$ cat src/rtl/multicycle_ctrl_pkg.sv
// ============================================================================
// Module   : multicycle_pkg
// Purpose  : State encoding, field codes and raw control vector for the
//            multicycle ARM sequencer.
// Revision : 1.0 - initial release
// ============================================================================
`default_nettype none

package multicycle_pkg;

  typedef enum logic [3:0] {
    S_FETCH  = 4'd0,
    S_DECODE = 4'd1,
    S_MEMADR = 4'd2,
    S_MEMRD  = 4'd3,
    S_MEMWB  = 4'd4,
    S_MEMWR  = 4'd5,
    S_EXECR  = 4'd6,
    S_EXECI  = 4'd7,
    S_ALUWB  = 4'd8,
    S_BRANCH = 4'd9
  } state_t;

  localparam logic [1:0] OP_DP  = 2'b00;
  localparam logic [1:0] OP_MEM = 2'b01;
  localparam logic [1:0] OP_BR  = 2'b10;
  localparam logic [1:0] OP_UND = 2'b11;

  localparam logic [3:0] CMD_CMP = 4'b1010;
  localparam logic [3:0] CMD_CMN = 4'b1011;

  localparam logic [1:0] SRCB_RD2  = 2'b00;
  localparam logic [1:0] SRCB_IMM  = 2'b01;
  localparam logic [1:0] SRCB_FOUR = 2'b10;

  localparam logic [1:0] RES_ALUOUT = 2'b00;
  localparam logic [1:0] RES_DATA   = 2'b01;
  localparam logic [1:0] RES_ALURES = 2'b10;

  typedef struct packed {
    logic       ir_write;
    logic       nextpc;
    logic       regw;
    logic       memw;
    logic       branch;
    logic       adr_src;
    logic       alu_src_a;
    logic [1:0] alu_src_b;
    logic [1:0] result_src;
    logic       alu_op;
  } raw_ctrl_t;

  // Compares only set flags; they must never reach the regfile.
  function automatic logic is_nowrite(input logic [1:0] op, input logic [3:0] cmd);
    return (op == OP_DP) && ((cmd == CMD_CMP) || (cmd == CMD_CMN));
  endfunction

endpackage

`default_nettype wire

$ cat src/rtl/multicycle_ctrl_if.sv
// ============================================================================
// Module   : multicycle_ctrl_if
// Purpose  : Instruction-field inputs and control outputs between the
//            sequencer (master) and the datapath (slave).
// Revision : 1.0 - initial release
// ============================================================================
`default_nettype none

interface multicycle_ctrl_if;
  logic [1:0] op;
  logic [5:0] funct;
  logic [3:0] rd;
  logic       cond_ex;
  logic       mem_ready;
  logic       ir_write;
  logic       pc_write;
  logic       reg_write;
  logic       mem_write;
  logic       adr_src;
  logic       alu_src_a;
  logic [1:0] alu_src_b;
  logic [1:0] result_src;
  logic       alu_op;

  modport master (
    input  op, funct, rd, cond_ex, mem_ready,
    output ir_write, pc_write, reg_write, mem_write,
           adr_src, alu_src_a, alu_src_b, result_src, alu_op
  );

  modport slave (
    output op, funct, rd, cond_ex, mem_ready,
    input  ir_write, pc_write, reg_write, mem_write,
           adr_src, alu_src_a, alu_src_b, result_src, alu_op
  );
endinterface

`default_nettype wire

$ cat src/rtl/multicycle_ctrl_decode.sv
// ============================================================================
// Module   : multicycle_ctrl_decode
// Purpose  : Pure combinational state -> raw (ungated) control vector.
// Revision : 1.0 - initial release
// ============================================================================
`default_nettype none

module multicycle_ctrl_decode
  import multicycle_pkg::*;
(
  input  state_t    i_state,
  output raw_ctrl_t o_raw
);

  always_comb begin
    o_raw = '0;
    case (i_state)
      S_FETCH: begin
        o_raw.alu_src_a  = 1'b1;
        o_raw.alu_src_b  = SRCB_FOUR;
        o_raw.result_src = RES_ALURES;
        o_raw.ir_write   = 1'b1;
        o_raw.nextpc     = 1'b1;
      end
      // Same PC+4 path again so an r15 operand reads PC+8.
      S_DECODE: begin
        o_raw.alu_src_a  = 1'b1;
        o_raw.alu_src_b  = SRCB_FOUR;
        o_raw.result_src = RES_ALURES;
      end
      S_MEMADR: o_raw.alu_src_b = SRCB_IMM;
      S_MEMRD: begin
        o_raw.result_src = RES_ALUOUT;
        o_raw.adr_src    = 1'b1;
      end
      S_MEMWB: begin
        o_raw.result_src = RES_DATA;
        o_raw.regw       = 1'b1;
      end
      S_MEMWR: begin
        o_raw.result_src = RES_ALUOUT;
        o_raw.adr_src    = 1'b1;
        o_raw.memw       = 1'b1;
      end
      S_EXECR: begin
        o_raw.alu_src_b = SRCB_RD2;
        o_raw.alu_op    = 1'b1;
      end
      S_EXECI: begin
        o_raw.alu_src_b = SRCB_IMM;
        o_raw.alu_op    = 1'b1;
      end
      S_ALUWB: begin
        o_raw.result_src = RES_ALUOUT;
        o_raw.regw       = 1'b1;
      end
      S_BRANCH: begin
        o_raw.alu_src_b  = SRCB_IMM;
        o_raw.result_src = RES_ALURES;
        o_raw.branch     = 1'b1;
      end
      default: o_raw = '0;
    endcase
  end

endmodule

`default_nettype wire

$ cat src/rtl/multicycle_ctrl.sv
// ============================================================================
// Module   : multicycle_ctrl
// Purpose  : Multicycle ARM main sequencer: state register, next-state logic
//            and cond_ex/rd gating. MEM_HANDSHAKE_EN stalls memory states.
// Revision : 1.0 - initial release
// ============================================================================
`default_nettype none

module multicycle_ctrl
  import multicycle_pkg::*;
(
  input  logic              clk,
  input  logic              reset_n,
  multicycle_ctrl_if.master bus
);

  state_t    r_state;
  state_t    w_next;
  raw_ctrl_t w_raw;
  logic      w_mem_go;
  logic      w_regw;

`ifdef MEM_HANDSHAKE_EN
  assign w_mem_go = bus.mem_ready;
`else
  logic w_unused_mem_ready;
  assign w_unused_mem_ready = bus.mem_ready;
  assign w_mem_go           = 1'b1;
`endif

  always_ff @(posedge clk or negedge reset_n) begin
    if (!reset_n) r_state <= S_FETCH;
    else          r_state <= w_next;
  end

  always_comb begin
    w_next = r_state;
    case (r_state)
      S_FETCH:  if (w_mem_go) w_next = S_DECODE;
      S_DECODE: begin
        case (bus.op)
          OP_MEM:  w_next = S_MEMADR;
          OP_DP:   w_next = bus.funct[5] ? S_EXECI : S_EXECR;
          OP_BR:   w_next = S_BRANCH;
          default: w_next = S_FETCH;
        endcase
      end
      S_MEMADR: w_next = bus.funct[0] ? S_MEMRD : S_MEMWR;
      S_MEMRD:  if (w_mem_go) w_next = S_MEMWB;
      S_MEMWB:  w_next = S_FETCH;
      S_MEMWR:  if (w_mem_go) w_next = S_FETCH;
      S_EXECR,
      S_EXECI:  w_next = S_ALUWB;
      S_ALUWB,
      S_BRANCH: w_next = S_FETCH;
      default:  w_next = S_FETCH;
    endcase
  end

  multicycle_ctrl_decode u_decode (
    .i_state (r_state),
    .o_raw   (w_raw)
  );

  assign w_regw = w_raw.regw & bus.cond_ex & ~is_nowrite(bus.op, bus.funct[4:1]);

  // Enables are masked directly by reset_n; state is already FETCH during reset.
  assign bus.ir_write   = reset_n & w_raw.ir_write;
  assign bus.pc_write   = reset_n & (w_raw.nextpc | (w_raw.branch & bus.cond_ex) |
                                     (w_regw & (bus.rd == 4'hF)));
  assign bus.reg_write  = reset_n & w_regw;
  assign bus.mem_write  = reset_n & w_raw.memw & bus.cond_ex;
  assign bus.adr_src    = w_raw.adr_src;
  assign bus.alu_src_a  = w_raw.alu_src_a;
  assign bus.alu_src_b  = w_raw.alu_src_b;
  assign bus.result_src = w_raw.result_src;
  assign bus.alu_op     = w_raw.alu_op;

endmodule

`default_nettype wire

$ cat src/flat_wrapper.sv
// flat-port wrapper written by rule: the top's interface ports become plain ports
module multicycle_ctrl_flat import multicycle_pkg::*;
  (clk, reset_n, bus_op, bus_funct, bus_rd, bus_cond_ex, bus_mem_ready, bus_ir_write, bus_pc_write, bus_reg_write, bus_mem_write, bus_adr_src, bus_alu_src_a, bus_alu_src_b, bus_result_src, bus_alu_op);
  multicycle_ctrl_if bus_i ();
  input  logic clk;
  input  logic reset_n;
  input wire logic [$bits(bus_i.op)-1:0] bus_op;
  input wire logic [$bits(bus_i.funct)-1:0] bus_funct;
  input wire logic [$bits(bus_i.rd)-1:0] bus_rd;
  input wire logic [$bits(bus_i.cond_ex)-1:0] bus_cond_ex;
  input wire logic [$bits(bus_i.mem_ready)-1:0] bus_mem_ready;
  output wire logic [$bits(bus_i.ir_write)-1:0] bus_ir_write;
  output wire logic [$bits(bus_i.pc_write)-1:0] bus_pc_write;
  output wire logic [$bits(bus_i.reg_write)-1:0] bus_reg_write;
  output wire logic [$bits(bus_i.mem_write)-1:0] bus_mem_write;
  output wire logic [$bits(bus_i.adr_src)-1:0] bus_adr_src;
  output wire logic [$bits(bus_i.alu_src_a)-1:0] bus_alu_src_a;
  output wire logic [$bits(bus_i.alu_src_b)-1:0] bus_alu_src_b;
  output wire logic [$bits(bus_i.result_src)-1:0] bus_result_src;
  output wire logic [$bits(bus_i.alu_op)-1:0] bus_alu_op;
  assign bus_i.op = bus_op;
  assign bus_i.funct = bus_funct;
  assign bus_i.rd = bus_rd;
  assign bus_i.cond_ex = bus_cond_ex;
  assign bus_i.mem_ready = bus_mem_ready;
  assign bus_ir_write = bus_i.ir_write;
  assign bus_pc_write = bus_i.pc_write;
  assign bus_reg_write = bus_i.reg_write;
  assign bus_mem_write = bus_i.mem_write;
  assign bus_adr_src = bus_i.adr_src;
  assign bus_alu_src_a = bus_i.alu_src_a;
  assign bus_alu_src_b = bus_i.alu_src_b;
  assign bus_result_src = bus_i.result_src;
  assign bus_alu_op = bus_i.alu_op;
  multicycle_ctrl u_core (.clk(clk), .reset_n(reset_n), .bus(bus_i));
endmodule
$ cat config.mk
export PLATFORM = sky130hd
export DESIGN_NAME = multicycle_ctrl_flat
export DESIGN_NICKNAME = d
export VERILOG_FILES = /design/src/rtl/multicycle_ctrl_pkg.sv /design/src/rtl/multicycle_ctrl_if.sv /design/src/rtl/multicycle_ctrl_decode.sv /design/src/rtl/multicycle_ctrl.sv /design/src/flat_wrapper.sv
export SDC_FILE = /design/constraint.sdc
export NUM_CORES = 1
export LEC_CHECK = 0
export BUFFER_PORTS_ARGS = -buffer_cell sky130_fd_sc_hd__buf_2
export CAP_MARGIN = 10
export CORE_AREA = 4 4 41 43
export DETAILED_ROUTE_END_ITERATION = 8
export DIE_AREA = 0 0 45 47
export PLACE_DENSITY_LB_ADDON = 0.25
export SLEW_MARGIN = 20
export SYNTH_ARGS = -nofsm -noshare
export SYNTH_HDL_FRONTEND = slang
export SYNTH_SLANG_ARGS = --single-unit
$ cat constraint.sdc
create_clock -name clk -period 3 [get_ports clk]
set_input_delay 0.45 -clock clk [delete_from_list [all_inputs] [get_ports clk]]
set_output_delay 0.45 -clock clk [all_outputs]
set_load 0.02 [all_outputs]
# Yosys cells after proc, flatten, opt, wreduce, memory -nomap -nowiden
# Index checks and enable logic that the tools add are counted.
# totals
register_bits	4
input_bits	16
wordCells	50
# classes
eq_ne	14
mux	13
bitwise	12
n_reduce_logical	10
# ops
op	count
$eq 4x4->1 const B	5
$pmux 4 s5	1
$eq 4x3->1 const B	4
$pmux 4 s3	1
$and 1x1->1	9
$eq 4x2->1 const B	2
$pmux 2 s2	2
$reduce_or 2->1	4
$mux 1	7
$reduce_or 3->1	2
$eq 4x1->1 const B	1
$logic_not 4->1	1
$mux 3	1
$eq 2x1->1 const B	1
$eq 2x2->1 const B	1
$logic_not 2->1	1
$mux 2	1
$or 1x1->1	2
$logic_and 1x1->1	1
$logic_or 1x1->1	1
$not 1->1	1

# Logic depth before layout (Yosys ltp)
# Gate-level depths: netlist (run 1).
# logic_depth
word_depth	8
ltp_mapped	4

# Hierarchy
# A second synthesis (run 1) with hierarchy kept.
# unflattened
cells_unflattened	48
area_unflattened_um2	406.6
# modules_own_cells
mod	n_inst	cells_per_inst	area_each_um2	seq_area_each_um2
multicycle_ctrl	1	28	250.2	100.1
multicycle_ctrl_decode	1	20	156.4	0.0

# Worst setup path before layout (run 1)
# OpenSTA, ideal clock, no wires.
# synth_timing
path_type	reg2out
start	reg u_core.r_state[2]
end	out bus_alu_src_b[0]
arrival_time_ns	1.253
required_ns	2.550
setup_slack_ns	1.297
path_stages_with_launch	4
n_path_buf	1
path_cell_list	dfrtp_1 buf_2 xor2_1 o32ai_1
# synth_via
elab_chain_cells	3
elab_cells_between_ends	8
classes_between	4 x eq/ne; 1 x mux; 3 x reduce/logical
# synth_lines
item	line_no	text
start: declaration	multicycle_ctrl.sv:17	state_t r_state;
start signal: assignment	multicycle_ctrl.sv:33	else r_state <= w_next;
$eq 4x4->1, or another cell as far along	multicycle_ctrl_decode.sv:17	case (i_state)
$reduce_or 3->1 (no line) / $reduce_or 2->1 (equally long branches)	n/a	
$pmux 2 s2 *	multicycle_ctrl_decode.sv:17	
end: declaration	flat_wrapper.sv:18	output wire logic [$bits(bus_i.alu_src_b)-1:0] bus_alu_src_b;
# Every way passes the cells marked *; elsewhere a longest branch is shown, timed or not.

# Worst setup path in the final report (run 1)
# layout_timing
start	reg u_core.r_state[3]
end	out bus_pc_write
# layout_via
elab_chain_cells	8
elab_cells_between_ends	15
classes_between	3 x eq/ne; 3 x mux; 7 x bitwise; 2 x reduce/logical
# layout_lines
item	line_no	text
$eq 4x4->1 / $eq 4x3->1 (equally long branches)	multicycle_ctrl_decode.sv:17	
$reduce_or 2->1 (no line)	n/a	
$mux 1	multicycle_ctrl_decode.sv:17	
$and 1x1->1 (2 in series)	multicycle_ctrl.sv:65	assign w_regw = w_raw.regw & bus.cond_ex & ~is_nowrite(bus.op, bus.funct[4:1]);
$and 1x1->1	multicycle_ctrl.sv:70	(w_regw & (bus.rd == 4'hF)));
$or 1x1->1 *	multicycle_ctrl.sv:69	assign bus.pc_write = reset_n & (w_raw.nextpc | (w_raw.branch & bus.cond_ex) |
$and 1x1->1 *	multicycle_ctrl.sv:69	
end: declaration	flat_wrapper.sv:13	output wire logic [$bits(bus_i.pc_write)-1:0] bus_pc_write;
# Marked as above.

==> results.toml, run 1 <==
[run_status]
status = "finished clean"

[sta]
worst_slack_ps = 1040
final-hold-violation-count = 0
timing.setup.tns_ps = 0
rsz_0062_raised_after_global_routing = "no"
fmax_mhz = 510
timing_worst_slew_pin_value_ps = 407
slew-limit-headroom = 0.728
post-route-period-util = 0.654
fin_hold_ws_ps = 28.6
drv_slew = 0
min_period_ps = 1960
setup-violations-final = 0
layout_skew_ps = 3.30

[detailed_routing]
vias_per_cell = 4.86
first_pass_iters = 3
detail-route-antenna-nets = 0
avgRoutedWirePerCell_um = 12.2
detail_route.drc_violations = 0
dr_total_vias = 413
postRouteWirelength_mm = 1.04
drt_iter0_drc = 8

[setup_path]
type_of_the_worst_setup_path = "flip-flop to primary output"
setup.reg_to_reg.worst_slack_ps = 1860
critPathLaunchType = "flip-flop"
cp.required_ps = 2550
critical_path.reg2reg.endpoint = "u_core.r_state[3]"
critical_path_max_stage_delay_ps = 580
crit_path_dat_ps = 1510
regToRegStartpoint = "u_core.r_state[2]"
rr_worst_depth = 3
critical_path.cell_chain = "xor2_1 > o2111a_1 > a32o_1 > buf_2"
worstSetupEndpointType = "primary output"
worst_path_max_delay_cell = "dfrtp_1"
worstPathMaxFanout = 13
critical_path.startpoint = "u_core.r_state[3]"
setup.worst_path.end = "bus_pc_write"

[grt]
largest_net_degree_at_the_start_of_global_routing = 14
first_pass_grt_wire_length_mm = 1.62
grtUsageTotal = 0.107
grt_pass1_vias = 405
grt_antenna_before_repair = 0
grt_remaining_overflow = 0

[floorplan]
die_w_um = 45
std_cell_rows = 13
num_io_pins = 27
dieHeight_um = 47
design.die.area_um2 = 2120
start_util = 0.281
design.core.area_um2 = 1300

[placement]
pre_cts_slack_ps = 1160
gpl.final_weighted_congestion = 0.741
port_buffers = 24
place_hpwl_um = 842

[final_layout]
register_with_the_most_flip_flops = "u_core.r_state"
num-nets-final = 88
post-route-util = 0.389
insertedDiodeCount = 0
largest_registers = "u_core.r_state (4)"
fill_cell_count = 154
final_layout_size_suffix_gt1_frac = 0.386
largest_register_ffs = 4
area_grow_syn2layout_pct = 38.7

[synthesis]
postSynth.asyncResetShare = 1.00
synth_edf_count = 0
post_synth_and_or_nand_nor_area_fraction = 0.370
yosys_warnings = 0
synth.area.mux_share = 0
synthXorXnorAreaFrac = 0.0719
adder_cell_share_of_the_synthesized_area = 0
synth_compound_gate_area_share = 0.209
syn-num-nets = 63
synth.distinct_cells = 25
syn-instance-count = 47
synth_seq_cells = 4
synth.yosys.seq_area_share = 0.274
synth_top_family_by_area = "simple AND/OR/NAND/NOR gates"
dominantRegCellSynth = "dfrtp_1"
synth.avg_cell_area_um2 = 7.77
synth_area_um2 = 365

[cts]
clock_path_buffers = 2
cts_inserted_buffers = 3
cts_setup_buffers = 0
cts-resized-gates = 0
tritoncts = "done"
worst_setup_hold_path_clk_slew_ps = 40
clk_root_buffer_cell = "clkbuf_4"
cts_hold_repair.buffers = 0
worstSkewPairLatency_ps = 230
htreeDepth = 1
cts_sinks = 4

[hold_path]
hold_path.class = "primary input to async pin"

[power]
power_density_nw_per_um2 = 1170
total_leakage_power_uw = 0.000254
power.ir.vdd_worst_mv = 0.664

[flow_run]
max_cap_violations = 0
[logic make-up (layout without fill, tap and decap cells)]
group	after synthesis	after routing
buffers and inverters	6	29
XOR/XNOR	3	3
flip-flops	4	4
AO/OA/AOI/OAI	10	10
AND/OR/NAND/NOR	24	24
[power breakdown]
part	internal, uW	switching, uW
Combinational	151	218
Sequential	78.7	79.4
Clock	44.6	19.3
[stage by stage]
step,std cells,cell area [um^2],total power [uW]
global placement,82,484,523
finish,85,507,591
floorplan,47,365,423
CTS,85,507,598
global route,85,507,649
detailed placement,82,484,529
[how the worst min path moves through the flow]
stage                       start           endpoint  slack, ps  cells after the start
final                     reset_n  u_core.r_state[3]         30                      1
after global routing      reset_n  u_core.r_state[3]         20                      1
after CTS                 reset_n  u_core.r_state[3]         20                      1
after detailed placement  reset_n  u_core.r_state[3]        270                      1
after global placement    reset_n  u_core.r_state[3]        270                      1
after floorplan           reset_n  u_core.r_state[0]        150                      0
[synthesized netlist by cell type, types with 2 or more instances]
library cell | n | area (um^2)
a21boi_0 | 2 | 15.0
nor3_1 | 6 | 30.0
xor2_1 | 2 | 17.5
inv_1 | 2 | 7.51
nand2b_1 | 3 | 18.8
o21ai_0 | 2 | 10.0
nor2_1 | 6 | 22.5
buf_2 | 4 | 20.0
dfrtp_1 | 4 | 100
[cell usage in the layout, fill, tap and decap left out, types with 2 or more instances in the layout]
cell type and count:
nor2_1 6, buf_2 24, dfrtp_1 4, xor2_1 2, a21boi_0 2, clkbuf_4 3
nand2b_1 3, nor3_1 6, o21ai_0 2, inv_1 2
[routing by layer]
metal	part of all wire	wire [um]	GRT usage	up-vias
li1	-	-	-	220
met1	0.44	456	0.115	184
met2	0.51	526	0.184	9
met3	0.053	55	0.0230	0
met4	0	0	0.0819	0
met5	0	0	0	-
[worst max-delay path: cells and delay by family, from the launching register on]
family | cells | cell delay (ps)
DFF | 1 | 580
AOI/OAI and AO/OA | 2 | 360
xor gates and xnor gates | 1 | 180
buffers and inverters | 1 | 160
[area by class of cell]
type	instances	area, um^2	area share
Clock buffer	3	22.5	0.0444
Inverter	2	7.51	0.0148
Multi-Input combinational cell	37	238	0.469
Sequential cell	4	100	0.198
Tap cell	15	18.8	0.0370
Timing Repair Buffer	24	120	0.237
(Power assumes the default switching activity.)
==> run 2: changes to the inputs <==
Settings changed: ABC_AREA set to 1.
Clock period 3 ns to 1.88 ns, I/O delays scaled along.
==> results.toml, run 2 <==
[floorplan]
design.core.area_um2 = 1300
start_util = 0.284
std_cell_rows = 13
die_w_um = 45
dieHeight_um = 47
design.die.area_um2 = 2120
num_io_pins = 27

[setup_path]
timing.critical_path.max_delay_family = "buffers and inverters"
critical_path_max_stage_delay_ps = 520
worst_path_max_delay_cell = "dlygate4sd3_1"
worstPathMaxFanout = 6
worst-path-stages = 7
crit_path_dat_ps = 1510
type_of_the_worst_setup_path = "primary input to primary output"
cp.required_ps = 1600
critical_path_s_most_frequent_cell = "nand2_1"
critical_path_buf_inv_count = 3
critical_path.cell_chain = "dlygate4sd3_1 > clkbuf_4 > nand2_1 > nor2_1 > nand4_1 > nand2_1 > buf_2"
worstSetupEndpointType = "primary output"
critPathLaunchType = "primary input"
rr_worst_depth = 5

[synthesis]
synth.top_cells.by_area = "dfrtp_1 27%, nand2_1 15%, nor2_1 10%, inv_1 9.2%, nand3_1 8.1%"
synth.avg_cell_area_um2 = 5.95
synth.cells.most_frequent = "15 x nand2_1, 10 x nor2_1, 9 x inv_1"
synth_area_um2 = 369
synth.distinct_cells = 16
dominantRegCellSynth = "dfrtp_1"
syn-instance-count = 62
synth_top_area_share = 0.271
postSynth.asyncResetShare = 1.00
syn-num-nets = 78
synth.yosys.seq_area_share = 0.271
yosys_warnings = 0
synth_seq_cells = 4
synth_edf_count = 0
netlist.top_cell.by_area = "dfrtp_1"
synth.most_common_cell = "nand2_1"

[final_layout]
area_grow_syn2layout_pct = 44.1
final_layout_size_suffix_gt1_frac = 0.393
register_with_the_most_flip_flops = "u_core.r_state"
final_common_cell = "buf_2"
post-route-util = 0.409
largest_registers = "u_core.r_state (4)"
num-nets-final = 107
finish.instance_area_um2 = 532
insertedDiodeCount = 0
layout.cells.most_common_list = "23 x buf_2, 15 x nand2_1, 10 x nor2_1"
largest_register_ffs = 4

[detailed_routing]
detail_route.drc_violations = 0
vias_per_cell = 4.40
first_pass_iters = 2
drt_iter0_drc = 3
dr_total_vias = 458
avgRoutedWirePerCell_um = 9.34
detail-route-antenna-nets = 0
postRouteWirelength_um = 971

[hold_path]
hold_path.class = "primary input to flip-flop"
min_delay_path_depth = 3

[sta]
timing.setup.tns_ps = 0
timing_worst_slew_pin_value_ps = 308
final-hold-violation-count = 0
layout_skew_ps = 2.62
slew-limit-headroom = 0.795
min_period_ps = 1790
drv_slew = 0
post-route-period-util = 0.953
fin_hold_ws_ps = 317
setup-violations-final = 0
fmax_mhz = 558
rsz_0062_raised_after_global_routing = "no"

[cts]
clock_path_buffers = 2
cts_setup_buffers = 0
clk_root_buffer_cell = "clkbuf_4"
htreeDepth = 1
cts_sinks = 4
tritoncts = "done"
cts_inserted_buffers = 3
worstSkewPairLatency_ps = 230
worst_setup_hold_path_clk_slew_ps = 40

[power]
power_density_nw_per_um2 = 1560
power.ir.vdd_worst_mv = 0.530
total_leakage_power_uw = 0.000327

[run_status]
status = "finished clean"

[grt]
grt_pass1_vias = 392
grtUsageTotal = 0.105
grt_remaining_overflow = 0
largest_net_degree_at_the_start_of_global_routing = 9
grt_antenna_before_repair = 0
first_pass_grt_wire_length_mm = 1.59

[placement]
gpl.final_weighted_congestion = 0.754
dpl-instance-area_um2 = 497
port_buffers = 24
place_hpwl_um = 856

[flow_run]
max_cap_violations = 0
## run 2: cell types whose count changed after synthesis, sizes merged, moves of 2 or more
| cell | change |
|---|---|
| nand3 | +5 |
| buf | -3 |
| nand2 | +15 |
| nor2 | +7 |
| a21boi | -2 |
| nor3 | -6 |
| o211ai | +2 |
| inv | +11 |
| xor2 | -2 |
| nand2b | -3 |
## run 2: final cells by class
| type | count | area (um^2) |
|---|---|---|
| fillers | 178 | 769 |
| flip-flops and latches | 4 | 100 |
| repair buffers | 25 | 133 |
| clock buffers | 3 | 22.5 |
| inverters | 13 | 53.8 |
| well taps | 15 | 18.8 |
| multi-input cells | 44 | 204 |
## run 2: worst paths after layout
| check | startpoint | endpoint | slack [ps] |
|---|---|---|---|
| max | reset_n | bus_pc_write | 90 |
| min | bus_funct[0] | u_core.r_state[1] | 320 |
| max reg2reg | u_core.r_state[1] | u_core.r_state[3] | 840 |
| min reg2reg | u_core.r_state[0] | u_core.r_state[0] | 620 |
| max in group asynchronous | reset_n | u_core.r_state[3] | 1350 |
| min in group asynchronous | reset_n | u_core.r_state[1] | 410 |
## run 2: power breakdown
part	total (uW)	switching (uW)	internal (uW)	leakage, uW
Sequential	186	64.7	122	0.0000517
Combinational	540	358	182	0.000262
Clock	102	30.9	71.1	0.0000138
## run 2: kinds of logic after synthesis
logic type / synth area share
flops: 0.271
compound gates: 0.115
simple gates: 0.437
buf+inv: 0.176
## run 2: per-stage QoR
stage	total power, uW	worst slack [ps]	instances
floorplan	590	421	62
global placement	727	447	100
detailed placement	737	448	100
CTS	845	45.6	104
global route	923	1.23	104
finish	828	88.0	104
## run 2: worst reg2reg max path: stages (launching register included)
cell	delay, ps
dfrtp_1	470
inv_6	130
nand2_2	70
nor2_2	140
nand3_1	80
o21ai_1	70
## run 2: what timing repair did
action	4_1_cts	5_1_grt
setup endpoints to repair	0	2
hold buffers	1	0
resized for setup	0	1
endpoints found under the hold margin	4	0
## run 2: layer usage
metal | share of wire | vias to the layer above | GRT usage
met3 | 0.072 | 0 | 0.0307
met5 | 0 | - | 0
li1 | - | 252 | -
met1 | 0.42 | 197 | 0.115
met4 | 0 | 0 | 0.0526
met2 | 0.51 | 9 | 0.184
==> run 3: changes to the inputs <==
Settings changed: CELL_PAD_IN_SITES_DETAIL_PLACEMENT set to 1, CELL_PAD_IN_SITES_GLOBAL_PLACEMENT set to 2, CORE_AREA 4 4 41 43 to unset, CORE_MARGIN set to 3, CORE_UTILIZATION set to 17, DIE_AREA 0 0 45 47 to unset.
==> results.toml, run 3 (synthesized netlist as in run 2, its figures left out) <==
[placement]
port_buffers = 24
place_hpwl_mm = 1.02
gpl.final_weighted_congestion = 0.692
dpl-instance-area_um2 = 512

[grt]
grt_pass1_vias = 458
grtUsageTotal = 0.0985
largest_net_degree_at_the_start_of_global_routing = 9
grt_remaining_overflow = 0
grt_antenna_before_repair = 0
first_pass_grt_wire_length_mm = 1.93

[setup_path]
critical_path_max_stage_delay_ps = 490
crit_path_dat_ps = 1420
worst_path_max_delay_cell = "dfrtp_1"
critical_path_s_most_frequent_cell = "nand2_1"
type_of_the_worst_setup_path = "flip-flop to primary output"
critPathLaunchType = "flip-flop"
worstPathMaxFanout = 8
cp.required_ps = 1600
critical_path.cell_chain = "inv_6 > nand2_2 > nor2_2 > nand2_1 > nand2_1 > inv_1 > nand2_1 > buf_2"
worstSetupEndpointType = "primary output"

[sta]
final-hold-violation-count = 0
layout_skew_ps = 1.56
fmax_mhz = 586
fin_hold_ws_ps = 305
rsz_0062_raised_after_global_routing = "no"
setup-violations-final = 0
timing.setup.tns_ps = 0
min_period_ps = 1710
post-route-period-util = 0.908
slew-limit-headroom = 0.770
timing_worst_slew_pin_value_ps = 346
drv_slew = 0

[cts]
tritoncts = "done"
clk_root_buffer_cell = "clkbuf_4"
cts_inserted_buffers = 3
worst_setup_hold_path_clk_slew_ps = 40
cts_sinks = 4
worstSkewPairLatency_ps = 240
cts-resized-gates = 0
clock_path_buffers = 2
htreeDepth = 1

[floorplan]
design.core.area_um2 = 2000
std_cell_rows = 16
num_io_pins = 27
design.die.area_um2 = 2770
start_util = 0.184
die_w_um = 52.6
dieHeight_um = 52.6

[detailed_routing]
avgRoutedWirePerCell_um = 10.3
vias_per_cell = 4.19
dr_total_vias = 486
detail-route-antenna-nets = 0
drt_iter0_drc = 3
first_pass_iters = 3
detail_route.drc_violations = 0
postRouteWirelength_mm = 1.19

[final_layout]
fill_cell_count = 283
register_with_the_most_flip_flops = "u_core.r_state"
regArea_um2 = 100
multiInputGateArea_um2 = 204
final_layout_size_suffix_gt1_frac = 0.393
area_grow_syn2layout_pct = 47.5
layout.cells.most_common_list = "24 x buf_2, 15 x nand2_1, 10 x nor2_1"
finish.instance_area_um2 = 544
final_common_cell = "buf_2"
largest_register_ffs = 4
insertedDiodeCount = 0
largest_registers = "u_core.r_state (4)"
num-nets-final = 107

[power]
total_leakage_power_uw = 0.000327
power.ir.vdd_worst_mv = 0.428
power_density_nw_per_um2 = 1550

[run_status]
status = "finished clean"

[hold_path]
hold_path.class = "primary input to flip-flop"

[flow_run]
max_cap_violations = 0
run 3: layout make-up:
class / instances / area share
Multi-Input combinational cell: 44 / 0.375
Inverter: 13 / 0.0989
Sequential cell: 4 / 0.184
Timing Repair Buffer: 25 / 0.239
Tap cell: 27 / 0.0621
Clock buffer: 3 / 0.0414
run 3: critical path, delay by kind of cell, from the launching register on:
kind / cells / cell delay (ps)
buf+inv: 3 / 320
flops: 1 / 490
simple gates: 5 / 380
run 3: path summary, 6_finish.rpt:
check | startpoint | to | slack (ps) | depth (start not counted)
max reg2reg | u_core.r_state[1] | u_core.r_state[3] | 810 | 5
min reg2reg | u_core.r_state[0] | u_core.r_state[0] | 620 | 1
min | bus_funct[0] | u_core.r_state[1] | 300 | 3
min in group asynchronous | reset_n | u_core.r_state[1] | 460 | 2
max | u_core.r_state[1] | bus_pc_write | 170 | 8
max in group asynchronous | reset_n | u_core.r_state[3] | 1240 | 2
run 3: layer usage:
layer,global-route usage,vias up,share of wire
met5,0,-,0
met4,0.0638,0,0.016
met3,0.0171,2,0.054
met2,0.159,13,0.50
met1,0.118,223,0.43
li1,-,248,-
run 3: metrics by stage:
stage / total power, uW / cells / setup WS (ps) / utilization
6_report: 846 / 116 / 173 / 0.272
5_1_grt: 935 / 116 / 12.2 / 0.272
4_1_cts: 862 / 116 / 150 / 0.272
3_5_place_dp: 745 / 112 / 415 / 0.256
3_3_place_gp: 741 / 112 / 414 / 0.256
2_1_floorplan: 590 / 62 / 421 / -
run 3: repair_timing:
action                                 in CTS  in global routing
endpoints found under the hold margin       4                  0
setup endpoints to repair                   0                  0
setup buffers                               0                  0
hold buffers                                1                  0
run 3: report_power, final:
part	internal [uW]	switching [uW]
sequential	122	68.2
clock	71.6	38.5
combinational	182	364
